<file path="config.mk">
export PLATFORM = sky130hd
export DESIGN_NAME = fix_msg_request_queue
export DESIGN_NICKNAME = d
export VERILOG_FILES = /design/src/rtl/fix_msg_request_queue.sv
export SDC_FILE = /design/constraint.sdc
export NUM_CORES = 1
export LEC_CHECK = 0
export BUFFER_PORTS_ARGS = -buffer_cell sky130_fd_sc_hd__buf_2
export CORE_ASPECT_RATIO = 1.2
export CORE_MARGIN = 4
export CORE_UTILIZATION = 55
export CTS_CLUSTER_DIAMETER = 150
export DETAILED_ROUTE_END_ITERATION = 8
export HOLD_SLACK_MARGIN = 0.15
export MAX_ROUTING_LAYER = met4
export PLACE_DENSITY = 0.82
export SETUP_SLACK_MARGIN = 0.2
export SYNTH_ARGS = -nofsm -noshare
export SYNTH_HDL_FRONTEND = slang
export SYNTH_SLANG_ARGS = --single-unit
</file>
<file path="constraint.sdc">
create_clock -name clk -period 3.9 [get_ports clk]
set_input_delay 0.39 -clock clk [delete_from_list [all_inputs] [get_ports clk]]
set_output_delay 0.39 -clock clk [all_outputs]
set_load 0.03 [all_outputs]
</file>
<file path="src/rtl/fix_msg_request_queue.sv">
// Request FIFO between session_manager and create_message: issues one request at a time,
// coalesces duplicate heartbeats per host, and abandons a message whose done never arrives.
`ifndef NUMBER_OF_HOST
`define NUMBER_OF_HOST 4
`endif
`ifndef VALUE_DATA_WIDTH
`define VALUE_DATA_WIDTH 8
`endif
`ifndef LOGON
`define LOGON 4'd1
`endif
`ifndef LOGOUT
`define LOGOUT 4'd2
`endif
`ifndef HEARTBEAT
`define HEARTBEAT 4'd3
`endif
`ifndef resendReq
`define resendReq 4'd4
`endif

module fix_msg_request_queue #(
  parameter int NUM_HOST     = `NUMBER_OF_HOST,
  parameter int VALUE_WIDTH  = `VALUE_DATA_WIDTH,
  parameter int DEPTH        = 4,
  parameter int DONE_TIMEOUT = 1024
) (
  input  logic                       clk,
  input  logic                       rst,
  input  logic                       initiate_msg_i,
  input  logic [3:0]                 create_message_i,
  input  logic [VALUE_WIDTH-1:0]     targetCompId_i,
  input  logic [NUM_HOST-1:0]        host_i,
  input  logic                       cm_busy_i,
  input  logic                       cm_done_i,
  output logic                       cm_start_o,
  output logic [3:0]                 cm_type_o,
  output logic [VALUE_WIDTH-1:0]     cm_targetCompId_o,
  output logic [NUM_HOST-1:0]        cm_host_o,
  output logic [$clog2(DEPTH):0]     count_o,
  output logic                       empty_o,
  output logic                       full_o,
  output logic                       drop_o,
  output logic                       coalesce_o,
  output logic                       cm_timeout_o
);
  localparam int PTR_W = $clog2(DEPTH);
  localparam int CNT_W = PTR_W + 1;
  localparam int TMR_W = (DONE_TIMEOUT > 2) ? $clog2(DONE_TIMEOUT) : 1;
  localparam logic [TMR_W-1:0] TMR_LAST = TMR_W'(DONE_TIMEOUT - 1);
  localparam logic [CNT_W-1:0] CNT_FULL = CNT_W'(DEPTH);
  localparam logic [3:0] TYPE_HB = `HEARTBEAT;

  typedef enum logic {ST_IDLE = 1'b0, ST_WAIT = 1'b1} state_e;

  typedef struct packed {
    logic [3:0]             msg_type;
    logic [VALUE_WIDTH-1:0] compid;
    logic [NUM_HOST-1:0]    host;
  } entry_t;

  entry_t             mem_q [DEPTH];
  entry_t             req, cm_entry_d, cm_entry_q;
  state_e             state_d, state_q;
  logic [TMR_W-1:0]   timer_d, timer_q;
  logic [PTR_W-1:0]   rd_ptr_d, rd_ptr_q, wr_ptr_d, wr_ptr_q;
  logic [CNT_W-1:0]   count_d, count_q;
  logic               start_d, start_q, timeout_d, timeout_q;
  logic               drop_d, drop_q, coalesce_d, coalesce_q;
  logic               empty_d, empty_q, full_d, full_q;
  logic               push, pop, hb_hit;

  // NOTE: every signal driven here gets a default first so no path can infer a latch.
  always_comb begin
    state_d    = state_q;
    timer_d    = timer_q;
    rd_ptr_d   = rd_ptr_q;
    wr_ptr_d   = wr_ptr_q;
    count_d    = count_q;
    cm_entry_d = cm_entry_q;
    start_d    = 1'b0;
    timeout_d  = 1'b0;
    drop_d     = 1'b0;
    coalesce_d = 1'b0;
    push       = 1'b0;
    pop        = 1'b0;
    hb_hit     = 1'b0;
    req        = '{msg_type: create_message_i, compid: targetCompId_i, host: host_i};

    case (state_q)
      ST_IDLE: begin
        if (count_q != '0 && !cm_busy_i) begin
          pop        = 1'b1;
          start_d    = 1'b1;
          cm_entry_d = mem_q[rd_ptr_q];
          timer_d    = '0;
          state_d    = ST_WAIT;
        end
      end
      ST_WAIT: begin
        if (cm_done_i) begin
          state_d = ST_IDLE;
        end else if (timer_q == TMR_LAST) begin
          timeout_d = 1'b1;
          state_d   = ST_IDLE;
        end else begin
          timer_d = timer_q + 1'b1;
        end
      end
    endcase

    // Search only live entries; the head leaving this cycle no longer counts as queued.
    for (int i = 0; i < DEPTH; i++) begin
      if (CNT_W'(i) < count_q && !(pop && i == 0) &&
          mem_q[rd_ptr_q + PTR_W'(i)].msg_type == TYPE_HB &&
          mem_q[rd_ptr_q + PTR_W'(i)].host == host_i)
        hb_hit = 1'b1;
    end

    if (initiate_msg_i && create_message_i != 4'd0) begin
      if (create_message_i == TYPE_HB && hb_hit) coalesce_d = 1'b1;
      else if (count_q == CNT_FULL && !pop)      drop_d     = 1'b1;
      else                                       push       = 1'b1;
    end

    if (push) wr_ptr_d = wr_ptr_q + 1'b1;
    if (pop)  rd_ptr_d = rd_ptr_q + 1'b1;
    case ({push, pop})
      2'b10:   count_d = count_q + 1'b1;
      2'b01:   count_d = count_q - 1'b1;
      default: count_d = count_q;
    endcase
    empty_d = (count_d == '0);
    full_d  = (count_d == CNT_FULL);
  end

  // NOTE: the storage array has no reset; only entries inside the count window are ever read.
  always_ff @(posedge clk) begin
    if (push) mem_q[wr_ptr_q] <= req;
  end

  always_ff @(posedge clk or posedge rst) begin
    if (rst) begin
      state_q    <= ST_IDLE;
      timer_q    <= '0;
      rd_ptr_q   <= '0;
      wr_ptr_q   <= '0;
      count_q    <= '0;
      cm_entry_q <= '0;
      start_q    <= 1'b0;
      timeout_q  <= 1'b0;
      drop_q     <= 1'b0;
      coalesce_q <= 1'b0;
      empty_q    <= 1'b1;
      full_q     <= 1'b0;
    end else begin
      state_q    <= state_d;
      timer_q    <= timer_d;
      rd_ptr_q   <= rd_ptr_d;
      wr_ptr_q   <= wr_ptr_d;
      count_q    <= count_d;
      cm_entry_q <= cm_entry_d;
      start_q    <= start_d;
      timeout_q  <= timeout_d;
      drop_q     <= drop_d;
      coalesce_q <= coalesce_d;
      empty_q    <= empty_d;
      full_q     <= full_d;
    end
  end

  assign cm_start_o        = start_q;
  assign cm_type_o         = cm_entry_q.msg_type;
  assign cm_targetCompId_o = cm_entry_q.compid;
  assign cm_host_o         = cm_entry_q.host;
  assign count_o           = count_q;
  assign empty_o           = empty_q;
  assign full_o            = full_q;
  assign drop_o            = drop_q;
  assign coalesce_o        = coalesce_q;
  assign cm_timeout_o      = timeout_q;
endmodule

</file>
==> summary.md <==
| Metric | Value |
|---|---|
| Rows | `37` |
| Routed WL per cell | `17.75 microns` |
| Type of destination of the critical path | `flip-flop` |
| Post-Syn Instances | `361` |
| Clk_skew | `0.01666 ns` |
| Mapped Area | `4841 sq um` |
| Worst hold path startpoint | `targetCompId_i[7]` |
| Yosys warnings | `0` |
| Worst vdd ir | `0.3457 mV` |
| ANT cells | `0` |
| FF+latch count, synth | `104` |
| Layout cell share with drive strength beyond 1 | `24.76%` |
| PwrDens | `737.3 nW/um^2` |
| FF-to-FF End | `full_o` |
| DRT Pass-1 Iters | `4` |
| Sequential Power Share | `43.4%` |
| Finished Cell Area | `5429 sq um` |
| Register area | `2925 sq um` |
| WHS Path Cells | `1` |
| Final layout net count | `452` |
| First-pass GRT wire length | `16.04 mm` |
| EDFF count, synth | `64` |
| Setup Fix Bufs, Post-CTS | `0` |
| Worst-margin pin slew | `0.6155 ns` |
| Post-Layout Cell Count | `541` |
| Final Hold Viols | `0` |
| H-tree Lvls | `3` |
| Leak | `2.244 nW` |
| Worst hold-check path type | `in -> reg` |
| CTS tree | `done` |
| Total track usage | `20.48%` |
| CP Class | `reg -> reg` |
| Routed vias | `2,980` |
| Syn_nets | `394` |
| # clock sinks | `104` |
| HPWL Detailed | `6.921 mm` |
| Number of global-route vias before repair | `3,188` |
| Die ar. | `10,370 sq um` |
| Clock buffer depth | `2` |
| Internal reg-to-reg setup slack | `0.59 ns` |
| CP startpoint kind | `flip-flop` |
| Filler cell count | `668` |
| DRC viols | `0` |
| Max_cap viols | `0` |
| Status | `complete, no violations` |
| Min Clock Period, post-route | `3.310 ns` |
| CTS clock-pin slew for the worst setup and hold paths | `0.10 ns` |
| Combinational fraction of design power | `41.7%` |
| Ys async rst share | `38.46%` |
| Die Y | `110.8 microns` |
| Mapped Avg Cell Area | `13.41 sq um` |
| Internal power | `0.002451 W` |
| Max-slew violation count | `0` |
| Drt total wl | `9.605 mm` |
| Hold Path Sink | `mem_q[2][11]` |
| Initial Util | `56.52%` |
| Worst Hold Margin | `0.2216 ns` |
| Sw frac | `38.76%` |
| Clock Latency Late Sink | `0.37 ns` |
| Horiz. Die Dim | `93.64 microns` |
| Initial detailed-routing violation count | `145` |
| GP Congestion | `0.8867` |
| Worst Path Required | `4.19 ns` |
| Reg2reg start | `rd_ptr_q[1]` |
| Area occupied by multi-input gates | `1758 sq um` |
| Crit path DAT | `3.60 ns` |
| Fin crit share | `84.87%` |
| Yosys cell types | `49` |
| Primary FF master, synth | `edfxtp_1` |
| Root Driver | `clkbuf_8` |
| Port buffer count | `45` |
| R2R depth | `12` |
| Largest net degree at the start of global routing | `41` |
| Switch Pwr | `0.001552 W` |
| Vias per inst | `5.508` |
| Num CTS Buffers | `9` |
| GRT overflow | `0` |
| Io pins | `46` |
| ANT nets after route | `0` |
| Final-report setup violation count | `0` |
| Antenna violations before repair | `0` |
| Power share of the clock group | `14.9%` |
| Layout area overhead | `12.15%` |
| Worst setup startpoint | `rd_ptr_q[1]` |
| F_max | `302.1 MHz` |
| Area after DPL | `5249 sq um` |
| RSZ-0062 raised after global routing | `false` |
| Post-Place Cells | `524` |
| Setup TNS | `0 ns` |
| Max Fanout on Critical Path | `20` |
| Max-slew headroom | `58.78%` |
| CORE AREA | `8564 sq um` |
| Fraction of the yosys area taken by sequential cells | `60.40%` |
metrics by stage:
step	util (%)	setup WS (ns)	power [W]
floorplan	-	1.030	0.002961
global placement	61.29	0.5941	0.003348
detailed placement	61.29	0.4094	0.003427
CTS	63.37	0.2921	0.004028
global route	63.39	0.3884	0.004258
finish	63.39	0.5902	0.004003
cell usage in the layout (no fill, tap or decap), types with 2 or more instances in the layout:
master,synthesis,final
ha_1,12,12
clkbuf_1,6,2
nor2_1,21,21
edfxtp_1,64,64
buf_2,4,45
buf_4,0,17
nor3_1,7,7
mux4_2,16,16
inv_1,17,17
nor2b_1,2,2
nand2_1,53,53
nand3b_1,2,2
mux2i_1,17,17
nand3_1,5,5
and3_1,2,2
inv_4,0,2
mux2_2,2,2
clkbuf_8,0,9
xnor2_1,21,21
nand4_1,5,5
or2_2,2,2
o21ai_0,10,9
o211ai_1,2,2
dfrtp_1,39,38
nor4bb_1,5,5
inv_6,0,2
xor2_1,12,12
a31oi_1,3,3
a21oi_1,5,5
registers in the layout, summed over array words and instances, names as in the netlist:
| signal | flops |
|---|---|
| cm_start_o | 1 |
| drop_o | 1 |
| state_q | 1 |
| count_o | 3 |
| coalesce_o | 1 |
| mem_q | 64 |
| cm_targetCompId_o | 8 |
| cm_type_o | 4 |
| cm_host_o | 4 |
| empty_o | 1 |
| wr_ptr_q | 2 |
| rd_ptr_q | 2 |
| timer_q | 10 |
| cm_timeout_o | 1 |
| full_o | 1 |
critical path: stages (launching register included):
cell      delay (ns)
dfrtp_2         0.66
buf_4           0.25
mux2i_1         0.32
a21oi_1         0.12
a31o_2          0.27
a311oi_2        0.28
a21oi_4         0.11
buf_4           0.18
ha_1            0.24
mux2i_1         0.19
o21ai_0         0.15
or2_2           0.31
nor2b_1         0.13
Yosys cell counts (2+ instances only):
| cell | count | area [sq um] |
|---|---|---|
| edfxtp_1 | 64 | 1922 |
| nand2_1 | 53 | 198.9 |
| dfrtp_1 | 39 | 975.9 |
| nor2_1 | 21 | 78.83 |
| xnor2_1 | 21 | 183.9 |
| inv_1 | 17 | 63.81 |
| mux2i_1 | 17 | 170.2 |
| mux4_2 | 16 | 360.4 |
| ha_1 | 12 | 150.1 |
| xor2_1 | 12 | 105.1 |
| o21ai_0 | 10 | 50.05 |
| nor3_1 | 7 | 35.03 |
| clkbuf_1 | 6 | 22.52 |
| a21oi_1 | 5 | 25.02 |
| nand3_1 | 5 | 25.02 |
| nand4_1 | 5 | 31.28 |
| nor4bb_1 | 5 | 50.05 |
| buf_2 | 4 | 20.02 |
| a31oi_1 | 3 | 18.77 |
| buf_6 | 3 | 33.78 |
| and3_1 | 2 | 12.51 |
| buf_1 | 2 | 7.510 |
| mux2_2 | 2 | 22.52 |
| nand3b_1 | 2 | 15.01 |
| nor2b_1 | 2 | 12.51 |
| o211ai_1 | 2 | 15.01 |
| or2_2 | 2 | 12.51 |
power by group through the flow:
stage	Combinational [W]	Sequential [W]	Clock, W
3_5_place_dp	0.00167	0.00176	0
6_report	0.00167	0.00174	0.000597
3_3_place_gp	0.00161	0.00174	0
2_1_floorplan	0.00108	0.00188	0
4_1_cts	0.00168	0.00174	0.000611
5_1_grt	0.00183	0.00177	0.000660
cells by family (layout without fill, tap and decap cells):
| family | Yosys count | in the layout | share of synthesized area [%] |
|---|---|---|---|
| XOR/XNOR | 33 | 33 | 5.971 |
| multiplexers | 38 | 38 | 12.25 |
| adder cells (fa/ha/maj) | 12 | 12 | 3.101 |
| buffers and inverters | 34 | 97 | 3.282 |
| AND/OR/NAND/NOR | 108 | 108 | 10.31 |
| flip-flops | 104 | 104 | 60.40 |
| AO/OA/AOI/OAI | 32 | 32 | 4.678 |
routing by layer:
layer | share of wire (%) | global-route usage [%] | vias to the layer above | wire length (microns)
met5 | 0 | - | - | 0
met4 | 2.4 | 9.152 | 0 | 235
met3 | 3.5 | 3.055 | 20 | 333
met2 | 52 | 33.87 | 72 | 4955
met1 | 42 | 24.83 | 1479 | 4080
li1 | - | - | 1409 | -
how the worst max path moves through the flow:
stage,slack (ns),endpoint,depth (start not counted)
6_report,0.59,full_o,12
5_1_grt,0.39,full_o,13
4_1_cts,0.29,full_o,12
3_5_place_dp,0.41,full_o,12
3_3_place_gp,0.59,full_o,11
2_1_floorplan,1.03,mem_q[0][0],8
layout make-up:
| class | count | share of cell area [%] |
|---|---|---|
| flip-flops and latches | 104 | 53.88 |
| well taps | 117 | 2.696 |
| repair buffers | 63 | 6.684 |
| multi-input cells | 223 | 32.38 |
| inverters | 18 | 1.245 |
| clock inverters | 5 | 0.6914 |
| clock buffers | 11 | 2.420 |
repair_timing:
item	CTS	global route
resized for setup	0	1
hold endpoints to repair	39	0
setup endpoints to repair	0	2
hold buffers	1	0
Power figures use the tool's default switching activity.
